**config.mk**
```make
export PLATFORM = sky130hd
export DESIGN_NAME = musa_stage_sequencer
export DESIGN_NICKNAME = d
export VERILOG_FILES = /design/src/rtl/musa_ctrl_pkg.sv /design/src/rtl/musa_mem_wait_timer.sv /design/src/rtl/musa_stage_sequencer.sv
export SDC_FILE = /design/constraint.sdc
export NUM_CORES = 1
export LEC_CHECK = 0
export CORE_MARGIN = 3
export CORE_UTILIZATION = 56
export DETAILED_ROUTE_END_ITERATION = 7
export PLACE_DENSITY = 0.87
export SYNTH_ARGS = -nofsm -noshare
export SYNTH_HDL_FRONTEND = slang
export SYNTH_HIERARCHICAL = 1
export SYNTH_SLANG_ARGS = --single-unit
```
**constraint.sdc**
```tcl
create_clock -name clk -period 4.9 [get_ports clk]
set_input_delay 0.98 -clock clk [delete_from_list [all_inputs] [get_ports clk]]
set_output_delay 0.98 -clock clk [all_outputs]
set_load 0.01 [all_outputs]
```
**src/rtl/musa_ctrl_pkg.sv**
```systemverilog
// musa_ctrl_pkg
//   Shared control definitions for the MUSA core: opcode constants, the
//   stage encoding driven on musa_stage_sequencer.stage, instruction
//   classes and the opcode -> class mapping. The opcode decoder imports
//   the same package so both blocks agree on encodings.
package musa_ctrl_pkg;

  // Opcodes
  localparam logic [5:0] OP_R_TYPE = 6'b000000;
  localparam logic [5:0] OP_ADDI   = 6'b001000;
  localparam logic [5:0] OP_ANDI   = 6'b001100;
  localparam logic [5:0] OP_ORI    = 6'b001101;
  localparam logic [5:0] OP_SUBI   = 6'b001110;
  localparam logic [5:0] OP_LW     = 6'b100011;
  localparam logic [5:0] OP_SW     = 6'b101011;
  localparam logic [5:0] OP_HALT   = 6'b000010;
  localparam logic [5:0] OP_CALL   = 6'b000011;
  localparam logic [5:0] OP_RET    = 6'b000111;
  localparam logic [5:0] OP_JR     = 6'b000100;
  localparam logic [5:0] OP_JPC    = 6'b001001;
  localparam logic [5:0] OP_BRFL   = 6'b000101;
  localparam logic [5:0] OP_NOP    = 6'b111111;

  // Width of the memory wait counter; large enough for a timeout of 255.
  localparam int TIMER_W = 8;

  // Stage encoding as seen on the stage output.
  typedef enum logic [2:0] {
    STG_IFH  = 3'b000,
    STG_ID   = 3'b001,
    STG_EX   = 3'b010,
    STG_MEM  = 3'b011,
    STG_WB   = 3'b100,
    STG_HALT = 3'b111
  } stage_e;

  typedef enum logic [2:0] {
    CLS_ALU,
    CLS_LOAD,
    CLS_STORE,
    CLS_HALT,
    CLS_CTRL
  } iclass_e;

  // Anything not explicitly ALU/LOAD/STORE/HALT is a control-flow (or
  // unknown) instruction that finishes in EX.
  function automatic iclass_e classify(input logic [5:0] op);
    iclass_e cls;
    case (op)
      OP_R_TYPE, OP_ADDI, OP_ANDI, OP_ORI, OP_SUBI: cls = CLS_ALU;
      OP_LW:                                        cls = CLS_LOAD;
      OP_SW:                                        cls = CLS_STORE;
      OP_HALT:                                      cls = CLS_HALT;
      default:                                      cls = CLS_CTRL;
    endcase
    return cls;
  endfunction

endpackage

```
**src/rtl/musa_mem_wait_timer.sv**
```systemverilog
// musa_mem_wait_timer
//   Counts consecutive cycles spent waiting on mem_ready and flags the
//   cycle on which the count reaches MEM_TIMEOUT.
// Ports:
//   clk       in   clock
//   reset     in   synchronous active-high reset
//   i_clear   in   zero the counter (has priority over i_enable)
//   i_enable  in   this cycle is a wait cycle; count it
//   o_timeout out  this wait cycle is the MEM_TIMEOUT-th in a row
module musa_mem_wait_timer
  import musa_ctrl_pkg::*;
#(
  parameter int MEM_TIMEOUT = 15
) (
  input  logic clk,
  input  logic reset,
  input  logic i_clear,
  input  logic i_enable,
  output logic o_timeout
);

  localparam logic [TIMER_W-1:0] LAST_WAIT = TIMER_W'(MEM_TIMEOUT - 1);

  logic [TIMER_W-1:0] r_count;

  always_ff @(posedge clk) begin
    if (reset) begin
      r_count <= '0;
    end else if (i_clear) begin
      r_count <= '0;
    end else if (i_enable) begin
      r_count <= r_count + TIMER_W'(1);
    end
  end

  // Counting this cycle makes the count reach MEM_TIMEOUT.
  assign o_timeout = i_enable && (r_count == LAST_WAIT);

endmodule

```
**src/rtl/musa_stage_sequencer.sv**
```systemverilog
// musa_stage_sequencer
//   Multi-cycle stage sequencer for the MUSA core. Steps IFH/ID/EX/MEM/WB,
//   skipping stages an instruction class does not need, stalls on
//   mem_ready, parks in HALT until resume, and faults into HALT (sticky
//   mem_err) when a memory wait exceeds MEM_TIMEOUT cycles.
// Ports:
//   clk, reset        clock, synchronous active-high reset
//   opcode[5:0]       instruction opcode, captured at the end of ID
//   mem_ready         memory access complete (used in IFH and MEM only)
//   resume            leave HALT (used in HALT only)
//   stage[2:0]        current stage encoding
//   fetch_en..wb_en   one-hot stage enables
//   halted            stage is HALT
//   write_pc          PC update strobe, combinational
//   mem_err           sticky memory timeout flag
//   instr_count       retired instruction counter (wraps)
module musa_stage_sequencer
  import musa_ctrl_pkg::*;
#(
  parameter int MEM_TIMEOUT = 15,
  parameter int CNT_W       = 16
) (
  input  logic             clk,
  input  logic             reset,
  input  logic [5:0]       opcode,
  input  logic             mem_ready,
  input  logic             resume,
  output logic [2:0]       stage,
  output logic             fetch_en,
  output logic             decode_en,
  output logic             exec_en,
  output logic             mem_en,
  output logic             wb_en,
  output logic             write_pc,
  output logic             halted,
  output logic             mem_err,
  output logic [CNT_W-1:0] instr_count
);

  stage_e           r_state;
  stage_e           w_next_state;
  logic [5:0]       r_opcode_q;
  logic             r_mem_err;
  logic             r_fault_halt;   // current HALT was entered by a timeout
  logic [CNT_W-1:0] r_instr_count;

  iclass_e w_class;
  logic    w_pc_step;     // leaving EX/MEM/WB for IFH: instruction retires
  logic    w_resume_pc;   // resume from an instruction HALT
  logic    w_halt_entry;  // HALT instruction retires on entry to HALT
  logic    w_fault;       // memory wait timed out this cycle
  logic    w_in_wait;
  logic    w_enter_wait;
  logic    w_timer_en;
  logic    w_timer_clear;
  logic    w_timeout;

  assign w_class = classify(r_opcode_q);

  assign w_in_wait     = (r_state == STG_IFH) || (r_state == STG_MEM);
  assign w_enter_wait  = (w_next_state != r_state) &&
                         ((w_next_state == STG_IFH) || (w_next_state == STG_MEM));
  assign w_timer_en    = w_in_wait && !mem_ready;
  assign w_timer_clear = mem_ready || w_enter_wait;

  musa_mem_wait_timer #(
    .MEM_TIMEOUT (MEM_TIMEOUT)
  ) u_wait_timer (
    .clk       (clk),
    .reset     (reset),
    .i_clear   (w_timer_clear),
    .i_enable  (w_timer_en),
    .o_timeout (w_timeout)
  );

  always_comb begin
    w_next_state = r_state;
    w_pc_step    = 1'b0;
    w_resume_pc  = 1'b0;
    w_halt_entry = 1'b0;
    w_fault      = 1'b0;
    case (r_state)
      STG_IFH: begin
        if (mem_ready) begin
          w_next_state = STG_ID;
        end else if (w_timeout) begin
          w_next_state = STG_HALT;
          w_fault      = 1'b1;
        end
      end
      STG_ID: w_next_state = STG_EX;
      STG_EX: begin
        case (w_class)
          CLS_ALU:              w_next_state = STG_WB;
          CLS_LOAD, CLS_STORE:  w_next_state = STG_MEM;
          CLS_HALT: begin
            w_next_state = STG_HALT;
            w_halt_entry = 1'b1;
          end
          default: begin
            w_next_state = STG_IFH;
            w_pc_step    = 1'b1;
          end
        endcase
      end
      STG_MEM: begin
        if (mem_ready) begin
          if (w_class == CLS_LOAD) begin
            w_next_state = STG_WB;
          end else begin
            w_next_state = STG_IFH;
            w_pc_step    = 1'b1;
          end
        end else if (w_timeout) begin
          w_next_state = STG_HALT;
          w_fault      = 1'b1;
        end
      end
      STG_WB: begin
        w_next_state = STG_IFH;
        w_pc_step    = 1'b1;
      end
      STG_HALT: begin
        if (resume) begin
          w_next_state = STG_IFH;
          // After a timeout the faulted instruction is refetched, so the
          // PC must not advance.
          w_resume_pc  = !r_fault_halt;
        end
      end
      default: w_next_state = STG_IFH;
    endcase
  end

  always_ff @(posedge clk) begin
    if (reset) begin
      r_state       <= STG_IFH;
      r_opcode_q    <= '0;
      r_mem_err     <= 1'b0;
      r_fault_halt  <= 1'b0;
      r_instr_count <= '0;
    end else begin
      r_state <= w_next_state;
      if (r_state == STG_ID) begin
        r_opcode_q <= opcode;
      end
      if (w_fault) begin
        r_mem_err    <= 1'b1;
        r_fault_halt <= 1'b1;
      end else if (w_halt_entry) begin
        r_fault_halt <= 1'b0;
      end
      if (w_pc_step || w_halt_entry) begin
        r_instr_count <= r_instr_count + CNT_W'(1);
      end
    end
  end

  assign stage       = r_state;
  assign fetch_en    = (r_state == STG_IFH);
  assign decode_en   = (r_state == STG_ID);
  assign exec_en     = (r_state == STG_EX);
  assign mem_en      = (r_state == STG_MEM);
  assign wb_en       = (r_state == STG_WB);
  assign halted      = (r_state == STG_HALT);
  // Reset overrides any transition, so no strobe in a reset cycle.
  assign write_pc    = !reset && (w_pc_step || w_resume_pc);
  assign mem_err     = r_mem_err;
  assign instr_count = r_instr_count;

endmodule
```
==> metrics.md, run 1 <==
| Metric | Value |
|---|---|
| P&R area growth vs syn | 24.4% |
| Part of the Yosys area used for sequential elements | 0.355 |
| Placed instance count | 307 |
| Arrival time of data at the critical path endpoint | 2640 ps |
| Via count | 1829 |
| Cell Pwr Density | 261 nW/um2 |
| Height of the chip | 65.4 um |
| Switching power | 0.154 mW |
| GR Util All Layers | 0.228 |
| Number of fillers in the final layout | 256 |
| Register share of total power | 0.471 |
| Combined area of the multi-input logic cells | 1180 um2 |
| Commonest non-fill, non-tap cell in the layout | clkdlybuf4s50_1 |
| Fin Clk Skew | 7.25 ps |
| Proportion of layout cells with a drive suffix above 1 | 0.118 |
| Pin count of the biggest net entering global routing | 43 |
| Number of buffers inserted by hold repair at cts | 0 |
| Post-CTS Setup Repair Bufs | 0 |
| DRC violation total after the first TritonRoute iteration | 143 |
| Crit-path most repeated cell | clkdlybuf4s50_1 |
| Global-route wire length before repair | 7530 um |
| Total count of max-transition violations in the final report | 0 |
| Final wirelength | 4350 um |
| Combined area of all synthesized cells | 1970 um2 |
| Synthesized area divided by synthesized cell count | 8.36 um2 |
| Standard-cell row count | 20 |
| Asr flop ratio synth | 0 |
| Switching share of total power | 0.241 |
| Max Buffers Root-to-Sink | 2 |
| Buffers added on ports | 36 |
| Part of the total power dissipated in combinational logic | 0.120 |
| Pin slew with the least headroom to its limit | 711 ps |
| Clock latency of the later-clocked register in the worst-skew pair | 340 ps |
| Sequential Area | 701 um2 |
| Hold Violations, Final | 0 |
| Cell with the biggest individual delay on the critical path | clkdlybuf4s50_1 |
| Yosys reg bits | 35 |
| Post-DP HPWL | 3060 um |
| Launch point of the worst reg-to-reg path | stage[1] |
| Worst-path maximum fanout | 6 |
| Depth of the most critical reg-to-reg path | 12 |
| Number of unique standard cell types used by synthesis | 45 |
| Area of the die | 4270 um2 |
| Count of antenna diodes in the layout | 0 |
| Count of placed standard cells in the final layout, fillers left out | 315 |
| Critical hold path startpoint | r_fault_halt |
| CP required | 3920 ps |
| Total number of yosys warnings | 6 |
| Worst Setup EP | write_pc |
| HP Class | reg2reg |
| Fin nets | 283 |
| Number of global-route vias before repair | 1671 |
| Routability congestion estimate | 0.965 |
| Internal Dissipation | 0.486 mW |
| RSZ-0062 raised after global routing | no |
| Sort of element at the start of the critical path | primary input |
| Number of placed I/O pins | 37 |
| Worst Setup SP | mem_ready |
| Type of the worst setup path | in2out |
| Die outline width | 65.4 um |
| Cell chain of the critical path | clkdlybuf4s50_1 -> o311ai_1 -> nor2b_1 -> a31oi_1 -> clkdlybuf4s50_1 |
| Number of synthesized flops with an enable pin | 0 |
| Capturing element type of the critical path | output port |
| Capture point of the worst reg-to-reg path | u_wait_timer/r_count[1] |
| Gate Count Post-Synth | 236 |
| Num Clock Sinks | 35 |
| Number of buffers inserted during clock tree synthesis | 5 |
| Clock group share of total power | 0.410 |
| Average vias per placed instance | 5.81 |
| Total nets after synthesis | 249 |
| Total DRC errors in the routed layout | 0 |
| Final period demand of the worst path | 3620 ps |
| Maximum Capacitance Violations | 0 |
| Most frequently used flop master after synthesis | dfxtp_1 |
| Buffer cell driving the clock tree root | clkbuf_4 |
| Achievable clock frequency | 277 MHz |
| Setup TNS | 0 ps |
| Maximum resistive drop on vdd | 249 uV |
| Remaining antenna violation count after routing | 0 |
| Number of antenna violations at the first check in global routing | 0 |
| Post-Route Hold Slack | 480 ps |
| Number of levels the H-tree was split into | 2 |
| Period Utilization, post-route | 0.738 |
| Detailed-routing iteration count for the pre-antenna-repair pass | 4 |
| Number of failing setup endpoints in the final timing report | 0 |
| Total leakage power | 0.914 nW |
| CTS tree | built |
| Initial Util | 0.616 |
| Register-to-register path setup slack | 2200 ps |
| Highest cell delay on the worst timing path | 570 ps |
| CORE AREA | 3200 um2 |
| Result of the run | complete, no violations |
| Routed wirelength normalized by instance count | 13.8 um |
| Clock slew at reported path FFs | 110 ps |
| Grt ovf | 0 |
| PostCTS Resize Cnt | 0 |
| Most frequent cells in the layout | clkdlybuf4s50_1 (36), dfxtp_1 (35), nor2_1 (32) |
| Worst rel slew slack | 0.526 |
[cells by family (layout without fill, tap and decap cells)]
family                   after synthesis  after routing  synth area share
AND/OR/NAND/NOR                      110            110             0.306
AO/OA/AOI/OAI                         44             44             0.144
flip-flops                            35             35             0.355
multiplexers                          20             20             0.110
buffers and inverters                 20             55            0.0482
XOR/XNOR                               4              4            0.0178
adder cells (fa/ha/maj)                3              3            0.0190
[registers in the layout (all words and copies together) (netlist names)]
signal and cells:
r_opcode_q 6, r_fault_halt 1, u_wait_timer/r_count 8, instr_count 16, stage 3, mem_err 1
[routing by layer]
metal | global-route usage | vias to the layer above | routed length, um
met5 | 0 | - | 0
met4 | 0.0803 | 0 | 70
met3 | 0.0615 | 8 | 239
met2 | 0.379 | 64 | 2130
met1 | 0.282 | 856 | 1910
li1 | - | 901 | -
[through the flow]
stage | util | area (um2) | setup slack (ps) | power, mW
4_1_cts | 0.766 | 2450 | 1290 | 0.643
3_5_place_dp | 0.734 | 2350 | 1320 | 0.383
6_report | 0.766 | 2450 | 1280 | 0.641
2_1_floorplan | - | 1970 | 1610 | 0.355
5_1_grt | 0.766 | 2450 | 1100 | 0.670
3_3_place_gp | 0.734 | 2350 | 1340 | 0.381
[critical path: cells and delay by family]
kind | cells | cell delay, ps
compound gates | 2 | 360
simple gates | 1 | 160
buf+inv | 2 | 1130
[cell type report]
type	count	share of cell area
clock buffers	5	0.0153
clock inverters	3	0.0275
inverters	7	0.0107
multi-input cells	181	0.480
flip-flops and latches	35	0.285
well taps	44	0.0224
repair buffers	40	0.159
[power by group through the flow]
stage | Clock (mW) | Combinational, mW | Sequential, mW
final | 0.262 | 0.0767 | 0.301
after detailed placement | 0 | 0.0753 | 0.307
after floorplan | 0 | 0.0511 | 0.304
after global routing | 0.281 | 0.0854 | 0.303
after global placement | 0 | 0.0739 | 0.308
after CTS | 0.266 | 0.0767 | 0.301
[how the worst min path moves through the flow]
stage	endpoint	slack (ps)	cells past startpoint
floorplan	r_fault_halt	430	2
global placement	r_fault_halt	460	2
detailed placement	mem_err	460	2
CTS	r_fault_halt	480	2
global route	r_fault_halt	510	2
finish	r_fault_halt	480	2
[synthesized netlist by cell type, types with 4 or more instances]
| master | count | area share |
|---|---|---|
| a211oi_1 | 4 | 0.015 |
| a21oi_2 | 8 | 0.036 |
| mux2_1 | 8 | 0.046 |
| o21ai_0 | 8 | 0.020 |
| a21oi_1 | 14 | 0.036 |
| nand3_1 | 8 | 0.020 |
| mux2i_1 | 6 | 0.030 |
| inv_1 | 7 | 0.013 |
| or3_1 | 5 | 0.016 |
| nand2b_1 | 4 | 0.013 |
| nor2b_1 | 17 | 0.054 |
| dfxtp_1 | 35 | 0.36 |
| nand2_1 | 15 | 0.029 |
| nand4_1 | 5 | 0.016 |
| nor2_1 | 32 | 0.061 |
| and3_1 | 5 | 0.016 |
| mux2_2 | 6 | 0.034 |
| clkbuf_1 | 7 | 0.013 |
(Power assumes the default switching activity.)
==> run 2: changes to the inputs <==
--- a/config.mk
+++ b/config.mk
@@ -6,9 +6,9 @@
 export NUM_CORES = 1
 export LEC_CHECK = 0
 export CORE_MARGIN = 3
-export CORE_UTILIZATION = 56
+export CORE_UTILIZATION = 47
 export DETAILED_ROUTE_END_ITERATION = 7
-export PLACE_DENSITY = 0.87
+export PLACE_DENSITY = 0.78
 export SYNTH_ARGS = -nofsm -noshare
 export SYNTH_HDL_FRONTEND = slang
 export SYNTH_HIERARCHICAL = 1
==> constraint.sdc (replaced) <==
create_clock -name clk -period 3 [get_ports clk]
set_input_delay 0.6 -clock clk [delete_from_list [all_inputs] [get_ports clk]]
set_output_delay 0.6 -clock clk [all_outputs]
set_load 0.01 [all_outputs]
==> metrics.md, run 2 (synthesis results as in run 1) <==
| Metric | Value |
|---|---|
| Result of the run | complete, no violations (unchanged) |
| Routed wirelength normalized by instance count | 13.9 um (was 13.8 um) |
| Total leakage power | 0.923 nW (was 0.914 nW) |
| Num Clock Sinks | 35 (unchanged) |
| Detailed-routing iteration count for the pre-antenna-repair pass | 4 (unchanged) |
| Area of the die | 5010 um2 (was 4270 um2) |
| HP Class | reg2reg (unchanged) |
| Setup TNS | 0 ps (unchanged) |
| Cell Pwr Density | 402 nW/um2 (was 261 nW/um2) |
| Standard-cell row count | 22 (was 20) |
| Grt ovf | 0 (unchanged) |
| Post-CTS Setup Repair Bufs | 0 (unchanged) |
| Initial Util | 0.512 (was 0.616) |
| Maximum Capacitance Violations | 0 (unchanged) |
| Total DRC errors in the routed layout | 0 (unchanged) |
| Most frequent cells in the layout | clkdlybuf4s50_1 (36), dfxtp_1 (35), nor2_1 (32) (unchanged) |
| Pin count of the biggest net entering global routing | 43 (unchanged) |
| Area of placed instances | 2380 um2 (was 2350 um2) |
| Sequential Area | 701 um2 (unchanged) |
| Remaining antenna violation count after routing | 0 (unchanged) |
| Final wirelength | 4450 um (was 4350 um) |
| Number of buffers inserted by hold repair at cts | 0 (unchanged) |
| Buffer cell driving the clock tree root | clkbuf_8 (was clkbuf_4) |
| RSZ-0062 raised after global routing | no (unchanged) |
| Register-to-register path setup slack | 380 ps (was 2200 ps) |
| Flip-flop count of the largest register, all copies and words added | 16 (unchanged) |
| Total count of max-transition violations in the final report | 0 (unchanged) |
| CP required | 2400 ps (was 3920 ps) |
| Combined area of the multi-input logic cells | 1180 um2 (about the same) |
| Routability congestion estimate | 0.910 (was 0.965) |
| Fin nets | 285 (was 283) |
| Number of buffers inserted during clock tree synthesis | 5 (unchanged) |
| Period Utilization, post-route | 0.943 |
| GR Util All Layers | 0.181 (was 0.228) |
| Post-DP HPWL | 3210 um (was 3060 um) |
| Global-route wire length before repair | 7480 um (was 7530 um) |
| Sort of element at the start of the critical path | primary input (unchanged) |
| Via count | 1790 (was 1829) |
| DRC violation total after the first TritonRoute iteration | 129 (was 143) |
| Clock latency of the later-clocked register in the worst-skew pair | 280 ps (was 340 ps) |
| Die outline width | 70.8 um (was 65.4 um) |
| Post-Route Hold Slack | 452 ps (was 480 ps) |
| Proportion of layout cells with a drive suffix above 1 | 0.125 (was 0.118) |
| P&R area growth vs syn | 25.5% (was 24.4%) |
| Number of placed I/O pins | 37 (unchanged) |
| Number of fillers in the final layout | 342 (was 256) |
| Non-Filler Cell Area, Final | 2480 um2 (was 2450 um2) |
| Hold Violations, Final | 0 (unchanged) |
| Arrival time of data at the critical path endpoint | 2230 ps (was 2640 ps) |
| Pin slew with the least headroom to its limit | 494 ps (was 711 ps) |
| Average vias per placed instance | 5.58 (was 5.81) |
| Type of the worst setup path | in2out (unchanged) |
| Worst-path maximum fanout | 6 (unchanged) |
| Worst rel slew slack | 0.668 (was 0.526) |
| Fin Clk Skew | 4.22 ps (was 7.25 ps) |
| Achievable clock frequency | 353 MHz |
| Maximum resistive drop on vdd | 285 uV (was 249 uV) |
| Clock slew at reported path FFs | 70 ps (was 110 ps) |
| Number of levels the H-tree was split into | 2 (unchanged) |
| Number of global-route vias before repair | 1582 (was 1671) |
| Count of antenna diodes in the layout | 0 (unchanged) |
| Height of the chip | 70.8 um (was 65.4 um) |
| PostCTS Resize Cnt | 0 (unchanged) |
| Number of antenna violations at the first check in global routing | 0 (unchanged) |
| Buffers added on ports | 36 (unchanged) |
| Commonest non-fill, non-tap cell in the layout | clkdlybuf4s50_1 (unchanged) |
| CTS tree | built (unchanged) |
| Number of failing setup endpoints in the final timing report | 0 (unchanged) |
| Max Buffers Root-to-Sink | 2 (unchanged) |
| Final period demand of the worst path | 2830 ps |
| Capturing element type of the critical path | output port (unchanged) |
| CORE AREA | 3850 um2 (was 3200 um2) |
==> run 2: path summary, 6_finish.rpt <==
check / from / endpoint / cells past startpoint
hold reg to reg: r_fault_halt / r_fault_halt / 2
setup reg to reg: stage[0] / u_wait_timer/r_count[1] / 11
setup / recovery: mem_ready / write_pc / 5
hold / removal: r_fault_halt / r_fault_halt / 2
==> run 2: worst max-delay path, cell delays in order <==
cell and delay [ps]:
clkdlybuf4s50_1 570, o311ai_1 180, nor2b_1 160, a31oi_1 170, clkdlybuf4s50_1 550
==> run 2: per-stage QoR <==
step	setup slack, ps	std cells	util	power, mW
floorplan	16.1	236	-	0.580
global placement	119	313	0.617	0.628
detailed placement	30.1	313	0.617	0.628
CTS	183	321	0.643	1.00
global route	33.7	321	0.643	1.03
finish	170	321	0.643	0.995
==> run 2: power by group <==
part           total, mW  internal [mW]  leakage [nW]  switching (mW)
sequential         0.492          0.475         0.283          0.0175
combinational      0.128         0.0621         0.589          0.0660
clock              0.374          0.210        0.0515           0.165
total              0.995          0.747         0.923           0.248
==> run 2: cell type report <==
cell class | count | area share
clock buffer | 8 | 0.0404
sequential | 35 | 0.283
inverter | 7 | 0.0106
timing repair buffer | 42 | 0.164
multi-input combinational | 181 | 0.478
tap | 48 | 0.0243
==> run 2: routing by layer <==
| metal | vias to the layer above | routed length, um | share of wire | global-route usage |
|---|---|---|---|---|
| met3 | 2 | 219 | 0.049 | 0.0540 |
| met5 | - | 0 | 0 | 0 |
| met1 | 844 | 2250 | 0.50 | 0.260 |
| met2 | 37 | 1970 | 0.44 | 0.267 |
| met4 | 0 | 22 | 0.0049 | 0.0438 |
| li1 | 907 | - | - | - |
==> run 3: changes to the inputs <==
--- a/config.mk
+++ b/config.mk
@@ -6,10 +6,9 @@
 export NUM_CORES = 1
 export LEC_CHECK = 0
 export CORE_MARGIN = 3
-export CORE_UTILIZATION = 47
+export CORE_UTILIZATION = 46
 export DETAILED_ROUTE_END_ITERATION = 7
-export PLACE_DENSITY = 0.78
+export PLACE_DENSITY = 0.77
 export SYNTH_ARGS = -nofsm -noshare
 export SYNTH_HDL_FRONTEND = slang
-export SYNTH_HIERARCHICAL = 1
 export SYNTH_SLANG_ARGS = --single-unit
==> metrics.md, run 3 <==
| Metric | Value |
|---|---|
| Initial Util | 0.490 (was 0.512) |
| HP Class | reg2reg (unchanged) |
| Max Buffers Root-to-Sink | 2 (unchanged) |
| Number of placed I/O pins | 37 (unchanged) |
| Number of unique standard cell types used by synthesis | 46 (was 45) |
| Post-DP HPWL | 2840 um (was 3210 um) |
| Overall power consumption | 1.03 mW (was 0.995 mW) |
| Detailed-routing iteration count for the pre-antenna-repair pass | 4 (unchanged) |
| Period Utilization, post-route | 0.886 (was 0.943) |
| Number of fillers in the final layout | 331 (was 342) |
| Launch point of the worst reg-to-reg path | stage[0] (unchanged) |
| GR Util All Layers | 0.169 (was 0.181) |
| Proportion of layout cells with a drive suffix above 1 | 0.0859 (was 0.125) |
| Worst-path maximum fanout | 7 (was 6) |
| Type of the worst setup path | reg2out (was in2out) |
| Average vias per placed instance | 5.65 (was 5.58) |
| Count leader, synth | dfxtp_1 (unchanged) |
| Result of the run | complete, no violations (unchanged) |
| Commonest non-fill, non-tap cell in the layout | clkdlybuf4s50_1 (unchanged) |
| Most frequently used flop master after synthesis | dfxtp_1 (unchanged) |
| Number of synthesized flops with an enable pin | 0 (unchanged) |
| RSZ-0062 raised after global routing | no (unchanged) |
| Depth of the most critical reg-to-reg path | 6 (was 11) |
| Yosys reg bits | 35 (unchanged) |
| Critical hold path startpoint | r_fault_halt (unchanged) |
| Register-to-register path setup slack | 830 ps (was 380 ps) |
| Count of placed standard cells in the final layout, fillers left out | 304 (was 321) |
| Number of levels the H-tree was split into | 2 (unchanged) |
| Number of failing setup endpoints in the final timing report | 0 (unchanged) |
| CTS tree | built (unchanged) |
| Gate Count Post-Synth | 217 (was 236) |
| Buffer and inverter count on the worst path | 1 (was 2) |
| Cell chain of the critical path | nor2b_1 -> o32ai_2 -> or4b_2 -> nand4_1 -> o21ai_0 -> dlymetal6s2s_1 (was clkdlybuf4s50_1 -> o311ai_1 -> nor2b_1 -> a31oi_1 -> clkdlybuf4s50_1) |
| Placed instance count | 296 (was 313) |
| Post-CTS Setup Repair Bufs | 0 (unchanged) |
| Post-Route Hold Slack | 487 ps (was 452 ps) |
| Buffers added on ports | 36 (unchanged) |
| Routed wirelength normalized by instance count | 13.4 um (was 13.9 um) |
| Capturing element type of the critical path | output port (unchanged) |
| Final period demand of the worst path | 2660 ps (was 2830 ps) |
| Total count of max-transition violations in the final report | 0 (unchanged) |
| Number of global-route vias before repair | 1575 (was 1582) |
| Part of the Yosys area used for sequential elements | 0.382 (was 0.355) |
| Remaining antenna violation count after routing | 0 (unchanged) |
| Post-synthesis cell type with the largest combined area | dfxtp_1 (unchanged) |
| Commonest cells post-synth | dfxtp_1 (35), nor2_1 (25), a21oi_1 (19) (was dfxtp_1 (35), nor2_1 (32), nor2b_1 (17)) |
| Setup TNS | 0 ps (unchanged) |
| Total leakage power | 0.845 nW (was 0.923 nW) |
| Fin nets | 268 (was 285) |
| Capture endpoint of the worst hold path | r_fault_halt (unchanged) |
| Most frequent cells in the layout | clkdlybuf4s50_1 (35), dfxtp_1 (34), nor2_1 (25) (was clkdlybuf4s50_1 (36), dfxtp_1 (35), nor2_1 (32)) |
| Number of antenna violations at the first check in global routing | 0 (unchanged) |
| CP required | 2400 ps (about the same) |
| DRC violation total after the first TritonRoute iteration | 109 (was 129) |
| Buffer cell driving the clock tree root | clkbuf_8 (unchanged) |
| Fin Clk Skew | 6.96 ps (was 4.22 ps) |
| Pin count of the biggest net entering global routing | 31 (was 43) |
| Worst Setup SP | r_opcode_q[2] (was mem_ready) |
| Clock latency of the later-clocked register in the worst-skew pair | 290 ps (was 280 ps) |
| Cell with the biggest individual delay on the critical path | or4b_2 (was clkdlybuf4s50_1) |
| Area of the die | 4780 um2 (was 5010 um2) |
| Smallest setup slack after layout | 342 ps (was 170 ps) |
| Total DRC errors in the routed layout | 0 (unchanged) |
| Routability congestion estimate | 0.820 (was 0.910) |
| Hold Violations, Final | 0 (unchanged) |
| Cell Pwr Density | 436 nW/um2 (was 402 nW/um2) |
| Total nets after synthesis | 230 (was 249) |
| Capture point of the worst reg-to-reg path | instr_count[9] (was u_wait_timer/r_count[1]) |
| Kind of cell with the highest combined delay on the critical path | simple AND/OR/NAND/NOR gates (was buffers and inverters) |
| Sort of element at the start of the critical path | flip-flop (was primary input) |
| Global-route wire length before repair | 6880 um (was 7480 um) |
| Total number of yosys warnings | 0 (was 6) |
| Clock slew at reported path FFs | 70 ps (about the same) |
| Height of the chip | 69.2 um (was 70.8 um) |
| Pin slew with the least headroom to its limit | 516 ps (was 494 ps) |
| Utilization after layout | 0.631 (was 0.643) |
| Asr flop ratio synth | 0 (unchanged) |
| Achievable clock frequency | 376 MHz (was 353 MHz) |
| Count of antenna diodes in the layout | 0 (unchanged) |
| Pre-CTS WS | 302 ps (was 30.1 ps) |
| Cell types with the largest area share after synthesis | dfxtp_1 (38%), a21oi_1 (5.2%), nor2_1 (5.1%) (was dfxtp_1 (36%), nor2_1 (6.1%), nor2b_1 (5.4%)) |
| Proportion of netlist area held by the largest area contributor | 0.382 (was 0.355) |
| Grt ovf | 0 (unchanged) |
| Flip-flop count of the largest register, all copies and words added | 16 (unchanged) |
| Number of cells traversed by the worst hold path | 2 (unchanged) |
| Number of buffers inserted during clock tree synthesis | 5 (unchanged) |
| Highest cell delay on the worst timing path | 600 ps (was 570 ps) |
| Combined area of all synthesized cells | 1840 um2 (was 1970 um2) |
| Maximum resistive drop on vdd | 375 uV (was 285 uV) |
| Via count | 1719 (was 1790) |
| Die outline width | 69.2 um (was 70.8 um) |
| Area of placed instances | 2240 um2 (was 2380 um2) |
| Worst rel slew slack | 0.655 (was 0.668) |
| Non-Filler Cell Area, Final | 2360 um2 (was 2480 um2) |
| Synthesized area divided by synthesized cell count | 8.46 um2 (was 8.36 um2) |
| Maximum Capacitance Violations | 0 (unchanged) |
| Num Clock Sinks | 35 (unchanged) |
| Arrival time of data at the critical path endpoint | 2060 ps (was 2230 ps) |
| Final wirelength | 4070 um (was 4450 um) |
| P&R area growth vs syn | 28.6% (was 25.5%) |
| Standard-cell row count | 22 (unchanged) |
| CORE AREA | 3740 um2 (was 3850 um2) |
-- run 3: changes by cell type after synthesis, moves of 5 or more --
cell	delta
nor2b_1	-15
mux2_1	-8
a21oi_2	-8
nor2_1	-7
or3_1	+7
mux2_2	-6
nand2_1	-6
nor3_1	+6
a21oi_1	+5
-- run 3: worst max path at each step --
stage | end | slack, ps | cells past startpoint
6_report | write_pc | 340 | 6
5_1_grt | write_pc | 260 | 6
4_1_cts | write_pc | 20 | 6
3_5_place_dp | write_pc | 300 | 6
3_3_place_gp | write_pc | 350 | 6
2_1_floorplan | write_pc | 850 | 5
-- run 3: worst min-delay path: cells and delay by family, from the launching register on --
| kind | cells | cell delay [ps] |
|---|---|---|
| flops | 1 | 330 |
| compound gates | 1 | 60 |
| simple gates | 1 | 70 |
-- run 3: layer usage --
| layer | vias up | routed length (um) | track usage |
|---|---|---|---|
| met5 | - | 0 | 0 |
| met2 | 39 | 1960 | 0.290 |
| li1 | 869 | - | - |
| met1 | 806 | 1900 | 0.212 |
| met4 | 0 | 40 | 0.0521 |
| met3 | 5 | 169 | 0.0362 |
-- run 3: area by class of cell --
type	count	area, um2	share of cell area
tap	48	60.1	0.0254
inverter	5	18.8	0.00795
multi-input combinational	165	1050	0.446
timing repair buffer	43	415	0.176
clock inverter	3	43.8	0.0185
sequential	35	702	0.297
clock buffer	5	68.8	0.0291
-- run 3: timing repair --
item,CTS,global route
setup endpoints to repair,1,1
gates resized for setup,2,1
hold buffers,0,0
gates cloned,0,0
-- run 3: power breakdown --
part	internal (mW)	switching [mW]	total (mW)
combinational	0.0582	0.0507	0.109
sequential	0.473	0.0189	0.492
clock	0.247	0.181	0.429
-- run 3: cells by family after synthesis --
group,after synthesis,share of synthesized area
mux,7,0.0382
fa+ha+maj,3,0.0205
compound gates,47,0.161
simple gates,98,0.302
xor+xnor,10,0.0477
flops,35,0.382
buf+inv,17,0.0491
